$ cat config.mk
export PLATFORM = sky130hd
export DESIGN_NAME = rsc_viterbi_dec
export DESIGN_NICKNAME = d
export VERILOG_FILES = /design/src/rtl/rsc_viterbi_dec.sv
export SDC_FILE = /design/constraint.sdc
export NUM_CORES = 1
export LEC_CHECK = 0
export BUFFER_PORTS_ARGS = -buffer_cell sky130_fd_sc_hd__buf_2
export CAP_MARGIN = 20
export CELL_PAD_IN_SITES_DETAIL_PLACEMENT = 0
export CELL_PAD_IN_SITES_GLOBAL_PLACEMENT = 1
export CORE_AREA = 10 10 160 162
export DETAILED_ROUTE_END_ITERATION = 10
export DIE_AREA = 0 0 170 172
export GPL_TIMING_DRIVEN = 0
export PLACE_DENSITY = 0.65
export SLEW_MARGIN = 20
export SYNTH_ARGS = -nofsm -noshare
export SYNTH_HDL_FRONTEND = slang
export SYNTH_SLANG_ARGS = --single-unit
$ cat constraint.sdc
create_clock -name clk_i -period 12.17 [get_ports clk_i]
set_input_delay 3.651 -clock clk_i [delete_from_list [all_inputs] [get_ports clk_i]]
set_output_delay 3.651 -clock clk_i [all_outputs]
set_load 0.01 [all_outputs]
$ cat src/rtl/rsc_viterbi_dec.sv
// Hard-decision register-exchange Viterbi decoder for the 4-state (7,5) RSC constituent code.
// Accepts one (sys, par) pair per valid cycle and emits the ML info bit TB_DEPTH symbols later.
module rsc_viterbi_dec #(
    parameter int unsigned TB_DEPTH = 16,
    parameter int unsigned METRIC_W = 5
) (
    input  logic                clk_i,
    input  logic                reset_i,
    input  logic                start_i,
    input  logic                in_valid_i,
    input  logic                sys_in_i,
    input  logic                par_in_i,
    output logic                out_valid_o,
    output logic                out_bit_o,
    output logic [METRIC_W-1:0] best_metric_o
);

    localparam int unsigned CntW = $clog2(TB_DEPTH + 1);
    localparam logic [METRIC_W-1:0] MaxM = '1;
    localparam logic [3:0][METRIC_W-1:0] PmInit = {MaxM, MaxM, MaxM, {METRIC_W{1'b0}}};

    function automatic logic [1:0] hamming(input logic s, input logic p,
                                           input logic xe, input logic pe);
        return {1'b0, s ^ xe} + {1'b0, p ^ pe};
    endfunction

    function automatic logic [METRIC_W-1:0] sat_add(input logic [METRIC_W-1:0] m,
                                                    input logic [1:0] b);
        logic [METRIC_W:0] s;
        s = {1'b0, m} + (METRIC_W+1)'(b);
        return (s > {1'b0, MaxM}) ? MaxM : s[METRIC_W-1:0];
    endfunction

    logic [3:0][METRIC_W-1:0] pm_q, pm_d, pm_in, raw;
    logic [3:0][TB_DEPTH-1:0] path_q, path_d, path_in, path_acs;
    logic [CntW-1:0]          cnt_q, cnt_d, cnt_in, cnt_next;
    logic [METRIC_W-1:0]      best_q, best_d, acc_in, min_m, c0, c1;
    logic [METRIC_W:0]        acc_sum;
    logic                     out_valid_q, out_valid_d, out_bit_q, out_bit_d;
    logic [1:0]               idx, best_s, bm0, bm1;
    logic                     x0, p0;

    always_comb begin
        pm_in    = pm_q;
        path_in  = path_q;
        cnt_in   = cnt_q;
        acc_in   = best_q;
        raw      = '0;
        path_acs = '0;
        idx      = '0;
        x0       = 1'b0;
        p0       = 1'b0;
        bm0      = '0;
        bm1      = '0;
        c0       = '0;
        c1       = '0;
        // A start symbol is decoded from a freshly initialised trellis.
        if (start_i) begin
            pm_in   = PmInit;
            path_in = '0;
            cnt_in  = '0;
            acc_in  = '0;
        end
        // Next state {a,s1} is reached from {s1,0} (expects x0,p0) or {s1,1} (the complement).
        for (int i = 0; i < 4; i++) begin
            idx = 2'(i);
            x0  = idx[1] ^ idx[0];
            p0  = idx[1];
            bm0 = hamming(sys_in_i, par_in_i, x0, p0);
            bm1 = hamming(sys_in_i, par_in_i, ~x0, ~p0);
            c0  = sat_add(pm_in[{idx[0], 1'b0}], bm0);
            c1  = sat_add(pm_in[{idx[0], 1'b1}], bm1);
            if (c1 < c0) begin
                raw[i]      = c1;
                path_acs[i] = {path_in[{idx[0], 1'b1}][TB_DEPTH-2:0], ~x0};
            end else begin
                raw[i]      = c0;
                path_acs[i] = {path_in[{idx[0], 1'b0}][TB_DEPTH-2:0], x0};
            end
        end
        min_m  = raw[0];
        best_s = 2'd0;
        for (int i = 1; i < 4; i++) begin
            if (raw[i] < min_m) begin
                min_m  = raw[i];
                best_s = 2'(i);
            end
        end
        // best_metric tracks the un-normalised survivor metric: sum of the removed minima.
        acc_sum  = {1'b0, acc_in} + {1'b0, min_m};
        cnt_next = (cnt_in == CntW'(TB_DEPTH)) ? cnt_in : cnt_in + CntW'(1);

        pm_d        = pm_q;
        path_d      = path_q;
        cnt_d       = cnt_q;
        best_d      = best_q;
        out_valid_d = 1'b0;
        out_bit_d   = out_bit_q;
        if (in_valid_i) begin
            for (int i = 0; i < 4; i++) begin
                pm_d[i] = (raw[i] == MaxM) ? MaxM : raw[i] - min_m;
            end
            path_d      = path_acs;
            cnt_d       = cnt_next;
            best_d      = acc_sum[METRIC_W] ? MaxM : acc_sum[METRIC_W-1:0];
            out_valid_d = (cnt_next == CntW'(TB_DEPTH));
            out_bit_d   = path_acs[best_s][TB_DEPTH-1];
        end
    end

    always_ff @(posedge clk_i or posedge reset_i) begin
        if (reset_i) begin
            pm_q        <= PmInit;
            path_q      <= '0;
            cnt_q       <= '0;
            best_q      <= '0;
            out_valid_q <= 1'b0;
            out_bit_q   <= 1'b0;
        end else begin
            pm_q        <= pm_d;
            path_q      <= path_d;
            cnt_q       <= cnt_d;
            best_q      <= best_d;
            out_valid_q <= out_valid_d;
            out_bit_q   <= out_bit_d;
        end
    end

    assign out_valid_o   = out_valid_q;
    assign out_bit_o     = out_bit_q;
    assign best_metric_o = best_q;

endmodule

**After elaboration in Yosys (flattened, before gate mapping)**

Cells that the tools add are included.

- Bits in registers: 95
- Latch bits: 0
- RAM bits: 0
- ROM bits: 0
- Input bits: 6
- Output and inout port bits: 7
- Logic and storage cells: 89
- Memories kept: 0

- $add $sub $neg: 18
- Multiply operators: 0
- Divide/modulo/power cells: 0
- $lt $le $gt $ge: 16
- Equality and inequality tests: 6
- Shift operators: 0
- Multiplexer cells: 35
- Bitwise logic cells: 2
- Reduce and logical (&&, ||, !) cells: 0

Operators by type and width:

| kind | count |
|---|---|
| $mux 5 | 23 |
| $mux 16 | 5 |
| $mux 63 | 1 |
| $add 5x2->6 | 8 |
| $gt 6x5->1 const B | 8 |
| $lt 5x5->1 | 7 |
| $bmux 16 s2 | 1 |
| $eq 5x5->1 const B | 6 |
| $mux 20 | 1 |
| $sub 5x5->5 | 4 |
| $add 1x1->2 | 4 |
| $add 5x5->6 | 1 |
| $add 5x1->5 const B | 1 |
| $mux 2 | 2 |
| $lt 2x3->1 const B | 1 |
| $mux 1 | 2 |
| $not 1->1 | 2 |

**Logic depth before layout (Yosys ltp)**

Gate-level depths: netlist of the first run.

- Word-level depth: 15
- Gate-level depth with buffers: 47
- Gate-level depth less buffers: 44

**Worst setup path after synthesis of the first run**

No wires, ideal clock.

- Kind: input to register
- From: input port start_i
- To: register best_q[3], in the netlist best_metric_o[3]
- Setup time: 0.121 ns
- Data arrival time: 12.576 ns
- Data required time: 12.049 ns
- Path slack: -0.527 ns
- Cell stages on the path: 43
- Buffers on the path: 5
- Cell sequence: buf_4 > buf_4 > buf_2 > buf_1 > clkbuf_1 > or2_2 > ha_1 > a21oi_1 > nor2_1 > nor2_1 > inv_1 > ha_1 > nor4_1 > o22ai_1 > a31oi_4 > mux2i_1 > inv_1 > ha_1 > [... 7 more ...] > a211o_1 > mux2i_4 > a21oi_4 > a21oi_1 > inv_1 > ha_1 > o21ai_0 > a211oi_1 > a221o_1 > o21bai_4 > mux2_2 > inv_2 > ha_1 > and3_1 > a2111oi_0 > o311ai_2 > o21a_1 > o22a_1

- Longest elaborated chain between the ends: 14
- Elaborated cells on any way between the ends: 42
- Those cells by class: 9 x add/sub; 15 x order compare; 18 x mux

RTL lines:

| item | RTL line | RTL |
|---|---|---|
| start: declaration | 9 | `input logic start_i,` |
| $mux 20 | 58 | `if (start_i) begin` |
| $add 5x2->6 | 30 | `s = {1'b0, m} + (METRIC_W+1)'(b);` |
| $gt 6x5->1 | 31 | `return (s > {1'b0, MaxM}) ? MaxM : s[METRIC_W-1:0];` |
| $mux 5 | 31 |  |
| $lt 5x5->1 | 73 | `if (c1 < c0) begin` |
| $mux 5 | 73 |  |
| $lt 5x5->1 | 84 | `if (raw[i] < min_m) begin` |
| $mux 5 | 84 |  |
| $lt 5x5->1 | 84 |  |
| $mux 5 | 84 |  |
| $lt 5x5->1 | 84 |  |
| $mux 5 | 84 |  |
| $add 5x5->6 (*) | 90 | `acc_sum = {1'b0, acc_in} + {1'b0, min_m};` |
| $mux 5 (*) | 105 | `best_d = acc_sum[METRIC_W] ? MaxM : acc_sum[METRIC_W-1:0];` |
| end signal: assignment | 123 | `best_q <= best_d;` |
| end: declaration | 37 | `logic [METRIC_W-1:0] best_q, best_d, acc_in, min_m, c0, c1;` |

Every way passes the cells marked *; elsewhere a longest branch is shown, timed or not.
A chain may end at the register's enable or synchronous reset.

**Worst setup path after layout of the first run**

Ends and elaborated chain as after synthesis.

==> summary.log, run 1 <==
qor: status.run_status finished, final reports clean
qor: sta.post-route-min-period 11,780 ps
qor: yosys.synth_ff_type dfrtp_1
qor: min_path.hold_end pm_q[15]$_DFFE_PP1P_
qor: drt.drtPass1Iterations 5
qor: die.initial_utilization 0.346
qor: sta.max_freq 84.9 MHz
qor: drt.avgViaCountPerCell 5.48
qor: yosys.edff_count_synth 0
qor: final_layout.layout_commonest_cell nor2_1
qor: placement.port_buffers 11
qor: yosys.synth.largest_area_cell dfrtp_1
qor: yosys.seq_area_frac_synth 0.300
qor: placement.detailedPlacementHpwl 17.6 mm
qor: yosys.netlist_instances 921
qor: sta.max-slew-margin-rel 0.424
qor: critical_path.slowest_stage fa_1
qor: sta.fin_tns_setup 0 ps
qor: critical_path.reg2reg_to best_metric_o[3]$_DFFE_PP0P_
qor: clock_network.clk_transition_reported_paths 70 ps
qor: critical_path.timing.critical_path.arrival 12,030 ps
qor: global_route.antenna_found_initial 0
qor: clock_network.clkSinkCount 92
qor: clock_network.cts_buffer_depth 2
qor: drt.detailroute.via_count 6,933
qor: drt.drc 0
qor: global_route.globalRoute.busiestLayer met2
qor: die.die_area 29,200 um2
qor: yosys.synth_area_leaders dfrtp_1 25%, ha_1 7.6%, a21oi_1 6.8%, nor2_1 5.8%, dfstp_2 5.1%
qor: global_route.grt_start_max_net_pins 75
qor: clock_network.cts_tree done
qor: clock_network.clk_root_buffer_cell clkbuf_16
qor: clock_network.cts_max_level 3
qor: sta.finalSetupViolations 0
qor: critical_path.cp_slowest_stage_delay 500 ps
qor: critical_path.r2r.worst_path.cells 39
qor: sta.period_share 0.968
qor: drt.post_drt_wl_per_cell 18.6 um
qor: clock_network.cts-buffers-inserted 9
qor: clock_network.clock_insertion_delay_worst_skew 360 ps
qor: yosys.top_cell_type_s_share_of_synthesized_area 0.249
qor: yosys.synth_area_per_cell 8.40 um2
qor: die.chip_width 170 um
qor: critical_path.r2r_setup_slack 4030 ps
qor: critical_path.worstReg2RegStart pm_q[5]$_DFFE_PP1P_
qor: job.number_of_max_cap_violations 0
qor: die.fp-row-count 55
qor: min_path.hp-start pm_q[15]$_DFFE_PP1P_
qor: global_route.grt_util_met3 0.0141
qor: critical_path.crit_fanout 20
qor: min_path.holdPathStages 2
qor: yosys.yosys_warnings 0
qor: critical_path.critical_path.startpoint_type input pin
qor: die.floorplan.io_pins 13
qor: global_route.first_global_vias 6,861
qor: die.floorplan.die.height 172 um
qor: final_layout.antennaDiodeCount 0
qor: final_layout.finish.net_count 1,030
qor: global_route.globalRouteMet1Util 0.210
qor: final_layout.layout-drive-gt1-share 0.193
qor: global_route.grt_util_met2 0.285
qor: global_route.grt_pass1_wl 38.2 mm
qor: placement.place_worst_setup_slack -2180 ps
qor: global_route.global_route.overflow_total 0
qor: final_layout.syn_to_final_growth 16.9%
qor: sta.timing.final.max_slew_violations 0
qor: sta.grt_setup_unrepaired no
qor: sta.setup_slack 391 ps
qor: drt.detail_route.wirelength 23.6 mm
qor: yosys.postSynthNetCount 976
qor: placement.gp_congestion 0.813
qor: final_layout.util_after_layout 0.404
qor: final_layout.layout_common_cells 115 x nor2_1, 99 x a21oi_1, 77 x dfrtp_1
qor: sta.clock_skew 7.17 ps
qor: critical_path.cpMostUsedCell ha_4
qor: yosys.synth_cell_type_count 90
qor: min_path.hold_class reg2reg
qor: sta.finalHoldViolCount 0
qor: drt.drtAntennaViolNets 0
qor: critical_path.worst_ep_required_time 12,420 ps
qor: global_route.grt_util_all_layers 0.163
qor: die.placeableCoreArea 22,400 um2
qor: drt.initialDrtViolationCount 487
qor: sta.transition_time_at_the_pin_with_the_least_slew_margin 855 ps
qor: yosys.cell_area_after_synthesis 7740 um2
qor: critical_path.timing.setup.critical_path_class in2reg
qor: yosys.yosys_register_bits 92
qor: yosys.ys_async_sr_fraction 1.00
qor: critical_path.critical_path.endpoint_type flop
## metal layers
layer	up-vias	part of all wire
met1	3379	0.48
met5	-	0
met4	0	0.015
met3	27	0.018
met2	83	0.49
li1	3444	-
## area by class of cell
cell class                      count  area (um2)
Buffer                             44         216
Sequential cell                    92        2320
Clock inverter                      6        72.6
Fill cell                        2280       13300
Timing Repair Buffer               45         337
Tap cell                          285         357
Clock buffer                       10         239
Inverter                           75         292
Multi-Input combinational cell    708        5210
## cells in the mapped netlist, types with 4 or more instances
cell and count:
nor2_1 120, a21oi_1 105, dfrtp_1 77, inv_1 74, ha_1 47, nand2_1 44
o22ai_1 35, clkbuf_1 34, o2bb2ai_1 32, o21ai_0 30, xnor2_1 27, mux2i_1 26
dfstp_2 15, nor3_1 15, mux2_2 13, nand2b_1 13, nor2b_1 12, or2_2 11
a211oi_1 10, and2_1 10, o22a_1 10, nand3_1 8, maj3_1 6, o211ai_1 6
a21o_1 5, a22oi_1 5, a2bb2oi_1 5, o21a_1 5, o21ai_1 5, xor2_1 5
a21oi_2 4, a31oi_1 4, buf_2 4, o21bai_1 4, o221ai_1 4
## repair_timing
item | 4_1_cts | 5_1_grt
pin swaps | 9 | 22
gates resized for setup | 30 | 29
hold buffers | 0 | 0
endpoints found under the setup margin | 25 | 15
setup buffers | 20 | 13
endpoints found under the hold margin | 0 | 0
## per-stage QoR
stage	area [um2]	hold slack (ps)	std cells
3_5_place_dp	8250	479	1218
5_1_grt	9040	506	1265
4_1_cts	8840	493	1254
3_3_place_gp	8220	478	1217
6_report	9040	490	1265
2_1_floorplan	7810	464	921
## critical path, delay by kind of cell
family | cells | cell delay [ps]
compound gates | 18 | 3580
fa+ha+maj | 7 | 1850
buf+inv | 9 | 1120
mux | 3 | 730
simple gates | 6 | 1080
## worst max-delay path by stage
stage	from	slack (ps)	cells after the start	to
finish	start_i	390	43	best_metric_o[3]$_DFFE_PP0P_
global placement	start_i	-2320	45	best_metric_o[3]$_DFFE_PP0P_
detailed placement	start_i	-2180	45	best_metric_o[3]$_DFFE_PP0P_
CTS	start_i	30	42	best_metric_o[3]$_DFFE_PP0P_
floorplan	start_i	10	44	best_metric_o[3]$_DFFE_PP0P_
global route	start_i	0.9	44	pm_q[9]$_DFFE_PP1P_
## cell families (layout without fill, tap and decap cells)
| group | count (synthesis) | in the layout | share of synthesized area |
|---|---|---|---|
| flops | 92 | 92 | 0.300 |
| mux | 46 | 46 | 0.0666 |
| xor+xnor | 33 | 33 | 0.0383 |
| buf+inv | 121 | 180 | 0.0627 |
| simple gates | 254 | 254 | 0.152 |
| fa+ha+maj | 58 | 58 | 0.0933 |
| compound gates | 317 | 317 | 0.287 |
## flip-flops by register name (all words and copies together) (netlist names)
signal	flops
path_q	60
pm_q	20
best_metric_o	5
cnt_q	5
out_bit_o	1
out_valid_o	1
Power of run 1 is not shown: default switching activity piles up to over one toggle a cycle in this logic, so the estimate is an artifact.
==> inputs of run 2 (changes only) <==
Settings changed: CTS_BUF_LIST set to sky130_fd_sc_hd__clkbuf_4 sky130_fd_sc_hd__clkbuf_8.
==> run 2 against run 1 <==
- clock-buffer cell count unchanged
- sequential share of layout area up 0.28 points
- design area down 1.1%
- fmax down 0.60%
- core utilization down 0.43 points
- critical path type unchanged
- register-to-register slack about the same
- first-iteration DRC count up 4.1%
- die area unchanged
- critical path depth up 1
- wire length up 0.20%
- global-route usage down 0.053 points
- sequential cell count unchanged
==> summary.log, run 2 (synthesis results as in run 1) <==
qor: clock_network.cts_buffer_depth 2 [unchanged]
qor: final_layout.finish.net_count 1,030 [unchanged]
qor: sta.max-slew-margin-rel 0.423 [-0.00124]
qor: die.fp-row-count 55 [unchanged]
qor: final_layout.layout_top_registers path_q x60, pm_q x20
qor: sta.timing.final.max_slew_violations 0 [unchanged]
qor: critical_path.critical_path.startpoint_type input pin
qor: sta.finalHoldViolCount 0 [unchanged]
qor: final_layout.syn_to_final_growth 15.6%
qor: critical_path.crit_fanout 11 [-45%]
qor: sta.finalSetupViolations 0 [unchanged]
qor: final_layout.layout-drive-gt1-share 0.193 [unchanged]
qor: clock_network.clk_root_buffer_cell clkbuf_8
qor: critical_path.worst_ep_required_time 12,450 ps [+30 ps]
qor: drt.post_drt_wl_per_cell 18.7 um [+0.20%]
qor: drt.detailroute.via_count 6,887 [-0.66%]
qor: drt.avgViaCountPerCell 5.44 [-0.66%]
qor: placement.dpl-instance-area 8250 um2 [unchanged]
qor: final_layout.largest_reg_flops 60 [unchanged]
qor: die.chip_width 170 um [unchanged]
qor: die.floorplan.io_pins 13 [unchanged]
qor: sta.period_share 0.974 [+0.00583]
qor: die.initial_utilization 0.346 [unchanged]
qor: die.die_area 29,200 um2 [unchanged]
qor: critical_path.cp_slowest_stage_delay 500 ps [about the same]
qor: final_layout.largest-register path_q
qor: drt.drtPass1Iterations 6 [+1]
qor: critical_path.critical_path.endpoint_type flop
qor: clock_network.cts_max_level 3 [unchanged]
qor: clock_network.cts-buffers-inserted 9 [unchanged]
qor: sta.post-route-min-period 11,850 ps [+70.9 ps]
qor: final_layout.antennaDiodeCount 0 [unchanged]
qor: global_route.first_global_vias 6,854 [-0.10%]
qor: drt.drtAntennaViolNets 0 [unchanged]
qor: drt.initialDrtViolationCount 507 [+4.1%]
qor: sta.clock_skew 16.8 ps [+9.65 ps]
qor: placement.detailedPlacementHpwl 17.6 mm [unchanged]
qor: critical_path.timing.setup.critical_path_class in2reg
qor: critical_path.slowest_stage fa_1
qor: clock_network.cts_tree done
qor: final_layout.layout_commonest_cell nor2_1
qor: global_route.grt_pass1_wl 38.1 mm [-0.36%]
qor: min_path.hold_class reg2reg
qor: global_route.antenna_found_initial 0 [unchanged]
qor: job.number_of_max_cap_violations 0 [unchanged]
qor: sta.transition_time_at_the_pin_with_the_least_slew_margin 857 ps [+1.83 ps]
qor: placement.port_buffers 11 [unchanged]
qor: clock_network.clock_insertion_delay_worst_skew 390 ps [+30 ps]
qor: die.floorplan.die.height 172 um [unchanged]
qor: clock_network.clk_transition_reported_paths 100 ps [+30 ps]
qor: final_layout.layout.cell_area.non_filler 8950 um2 [-1.1%]
qor: global_route.grt_start_max_net_pins 75 [unchanged]
qor: global_route.global_route.overflow_total 0 [unchanged]
qor: global_route.grt_util_all_layers 0.163 [-0.000533]
qor: final_layout.layout_common_cells 115 x nor2_1, 99 x a21oi_1, 77 x dfrtp_1
qor: sta.max_freq 84.4 MHz [-0.60%]
qor: die.placeableCoreArea 22,400 um2 [unchanged]
qor: status.run_status finished, final reports clean
qor: drt.drc 0 [unchanged]
qor: critical_path.timing.critical_path.arrival 12,130 ps [+100 ps]
qor: drt.detail_route.wirelength 23.6 mm [+0.20%]
qor: placement.gp_congestion 0.813 [unchanged]
qor: clock_network.clkSinkCount 92 [unchanged]
[run 2: final cells by class]
type | instances | area (um2)
fillers | 2297 | 13400
multi-input cells | 708 | 5200
flip-flops and latches | 92 | 2320
well taps | 285 | 357
repair buffers | 44 | 338
inverters | 75 | 292
plain buffers | 45 | 228
clock buffers | 10 | 138
clock inverters | 6 | 72.6
[run 2: worst max-delay path, delay by kind of cell]
| kind | cells | cell delay, ps |
|---|---|---|
| AO/OA/AOI/OAI | 18 | 3550 |
| buffers and inverters | 10 | 1220 |
| adder cells (fa/ha/maj) | 7 | 1850 |
| multiplexers | 3 | 730 |
| AND/OR/NAND/NOR | 6 | 1080 |
[run 2: final timing paths]
kind / startpoint / to / slack, ps / cells after the start
max in group asynchronous: reset_i / path_q[48]$_DFFE_PP0P_ / 8340 / 3
min in group asynchronous: reset_i / best_metric_o[0]$_DFFE_PP0P_ / 3190 / 2
setup / recovery: start_i / best_metric_o[3]$_DFFE_PP0P_ / 320 / 44
hold / removal: pm_q[10]$_DFFE_PP1P_ / pm_q[10]$_DFFE_PP1P_ / 500 / 2
setup reg to reg: pm_q[5]$_DFFE_PP1P_ / best_metric_o[3]$_DFFE_PP0P_ / 4040 / 39
hold reg to reg: pm_q[10]$_DFFE_PP1P_ / pm_q[10]$_DFFE_PP1P_ / 500 / 2
[run 2: repair_timing]
action	in CTS	in global routing
endpoints found under the setup margin	25	17
hold buffers	0	0
buffers inserted	19	13
cloned	0	0
pin swaps	9	24
gates resized for setup	29	28
[run 2: per-layer routing]
layer	vias to the layer above	track usage	wire length, um
li1	3446	-	-
met1	3341	0.211	11200
met2	78	0.283	11700
met3	22	0.0141	405
met4	0	0.0442	325
met5	-	0	0
[run 2: stage by stage]
step                cells  hold WS, ps  setup TNS [ps]  setup slack (ps)  utilization
floorplan             921          464               0              12.0            -
global placement     1217          478          -44220             -2320        0.367
detailed placement   1218          479          -40920             -2180        0.369
CTS                  1253          498               0              23.5        0.391
global route         1265          511            -189             -50.0        0.400
finish               1265          500               0               321        0.400
Power of run 2 is left out for the same reason.
==> inputs of run 3 (changes only) <==
Settings changed: PLACE_DENSITY 0.65 to unset, PLACE_DENSITY_LB_ADDON set to 0.1.
==> run 3 against run 2 <==
- sequential share of layout area up 0.47 points
- fmax grew 0.39%
- critical path depth is 2 lower
- sequential cell count did not move
- register-to-register slack better by 20 ps
- via count about the same
- worst hold slack lost 3.0 ps
- clock-buffer cell count is 1 lower
- core utilization is 0.72 points lower
- die area unchanged
- first-iteration DRC count down 12%
- global-route usage up 0.73 points
- critical path type unchanged
- highest routed layer unchanged
==> summary.log, run 3 (synthesis results as in run 1) <==
qor: status.run_status finished, final reports clean
qor: die.floorplan.io_pins 13 [unchanged]
qor: global_route.grt_start_max_net_pins 72 [-4.0%]
qor: critical_path.timing.critical_path.arrival 12,130 ps [about the same]
qor: clock_network.clkSinkCount 92 [unchanged]
qor: critical_path.timing.setup.critical_path_class in2reg
qor: job.number_of_max_cap_violations 0 [unchanged]
qor: critical_path.cp_slowest_stage_delay 450 ps [-50 ps]
qor: drt.post_drt_wl_per_cell 19.6 um [+4.9%]
qor: sta.finalHoldViolCount 0 [unchanged]
qor: placement.dpl-instance-area 8250 um2 [unchanged]
qor: drt.detailroute.via_count 6,888 [+0.015%]
qor: critical_path.path_buf_inv 9 [-1]
qor: drt.avgViaCountPerCell 5.49 [+0.89%]
qor: critical_path.critical_path.endpoint_type flop
qor: sta.max_freq 84.7 MHz [+0.39%]
qor: placement.detailedPlacementHpwl 18.6 mm [+5.7%]
qor: critical_path.critical_path.startpoint_type input pin
qor: min_path.hold_class reg2reg
qor: die.placeableCoreArea 22,400 um2 [unchanged]
qor: drt.detail_route.wirelength 24.6 mm [+4.0%]
qor: sta.period_share 0.970 [-0.00375]
qor: final_layout.largest-register path_q
qor: die.die_area 29,200 um2 [unchanged]
qor: critical_path.worst_ep_required_time 12,500 ps [+50 ps]
qor: sta.finalSetupViolations 0 [unchanged]
qor: final_layout.syn_to_final_growth 13.6%
qor: drt.drc 0 [unchanged]
qor: global_route.globalRouteMet1Util 0.215 [+0.00415]
qor: placement.port_buffers 11 [unchanged]
qor: die.fp-row-count 55 [unchanged]
qor: clock_network.clk_root_buffer_cell clkbuf_8
qor: min_path.holdPathStages 2 [unchanged]
qor: sta.clock_skew 13.6 ps [-3.20 ps]
qor: die.initial_utilization 0.346 [unchanged]
qor: final_layout.layout_common_cells 118 x nor2_1, 99 x a21oi_1, 77 x dfrtp_1
qor: clock_network.clock_insertion_delay_worst_skew 390 ps [about the same]
qor: final_layout.layout.cell_area.non_filler 8790 um2 [-1.8%]
qor: sta.timing.final.max_slew_violations 0 [unchanged]
qor: drt.drtPass1Iterations 5 [-1]
qor: global_route.grt_util_met2 0.297 [+0.0138]
qor: final_layout.layout_top_registers path_q x60, pm_q x20
qor: die.floorplan.die.height 172 um [unchanged]
qor: sta.max-slew-margin-rel 0.419 [-0.00374]
qor: final_layout.antennaDiodeCount 0 [unchanged]
qor: clock_network.cts_max_level 3 [unchanged]
qor: global_route.grt_util_all_layers 0.170 [+0.00733]
qor: clock_network.cts_tree done
qor: critical_path.category_of_cells_accounting_for_the_largest_share_of_critical_path_delay compound AO/OA/AOI/OAI gates
qor: critical_path.setup.worst_path.start start_i
qor: global_route.global_route.overflow_total 0 [unchanged]
qor: global_route.first_global_vias 6,965 [+1.6%]
qor: min_path.hp-start pm_q[15]$_DFFE_PP1P_
qor: clock_network.clk_transition_reported_paths 100 ps [about the same]
qor: final_layout.largest_reg_flops 60 [unchanged]
qor: final_layout.layout-drive-gt1-share 0.175 [-0.0174]
qor: global_route.antenna_found_initial 0 [unchanged]
qor: global_route.globalRoute.busiestLayer met2
qor: clock_network.cts_buffer_depth 2 [unchanged]
qor: sta.transition_time_at_the_pin_with_the_least_slew_margin 871 ps [+14.7 ps]
qor: global_route.grt_util_met3 0.0135 [-0.000684]
qor: clock_network.hold_fix_buffers_at_cts 0 [unchanged]
qor: critical_path.crit_fanout 11 [unchanged]
qor: critical_path.slowest_stage fa_1
qor: final_layout.layout_commonest_cell nor2_1
qor: die.chip_width 170 um [unchanged]
qor: clock_network.cts-buffers-inserted 9 [unchanged]
qor: critical_path.worstReg2RegStart pm_q[5]$_DFFE_PP1P_
qor: final_layout.finish.net_count 1,019 [-1.1%]
qor: critical_path.cp_num_cells 42 [-4.5%]
qor: drt.initialDrtViolationCount 447 [-12%]
qor: placement.gp_congestion 0.850 [+4.6%]
qor: sta.post-route-min-period 11,800 ps [-45.7 ps]
qor: drt.drtAntennaViolNets 0 [unchanged]
qor: global_route.grt_pass1_wl 39.3 mm [+3.3%]
qor: critical_path.r2r.worst_path.cells 37 [-5.1%]
[run 3: cell type report]
cell class              count  area [um2]
fillers                  2360       13600
multi-input cells         708        5160
flip-flops and latches     92        2320
well taps                 285         357
inverters                  75         289
repair buffers             33         246
plain buffers              45         235
clock buffers               9         124
clock inverters             7        55.1
[run 3: timing repair]
action / 4_1_cts / 5_1_grt
pin swaps: 11 / 13
resized for setup: 24 / 29
setup buffers: 16 / 5
setup endpoints to repair: 25 / 15
[run 3: path summary, 6_finish.rpt]
| path | endpoint | slack, ps |
|---|---|---|
| min reg2reg | pm_q[15]$_DFFE_PP1P_ | 500 |
| max reg2reg | pm_q[9]$_DFFE_PP1P_ | 4060 |
| max | pm_q[9]$_DFFE_PP1P_ | 370 |
| min | pm_q[15]$_DFFE_PP1P_ | 500 |
| min in group asynchronous | cnt_q[2]$_DFFE_PP0P_ | 3190 |
| max in group asynchronous | pm_q[9]$_DFFE_PP1P_ | 8320 |
[run 3: per-layer routing]
layer	part of all wire	wire length, um
met1	0.47	11600
met2	0.49	12000
met3	0.018	448
met4	0.022	552
met5	0	0
[run 3: tightest hold or removal path, stage by stage, from the launching register on]
cell     delay (ps)
dfstp_2         380
nor2_1           80
a21oi_1          50
[run 3: through the flow]
stage | setup slack, ps | hold slack (ps) | setup TNS [ps] | utilization | cells
floorplan | 12.0 | 464 | 0 | - | 921
global placement | -2320 | 482 | -44780 | 0.367 | 1217
detailed placement | -2210 | 480 | -42780 | 0.369 | 1218
CTS | 28.4 | 498 | 0 | 0.387 | 1250
global route | -24.1 | 508 | -55.2 | 0.393 | 1254
finish | 366 | 497 | 0 | 0.393 | 1254
Power of run 3 is left out for the same reason.
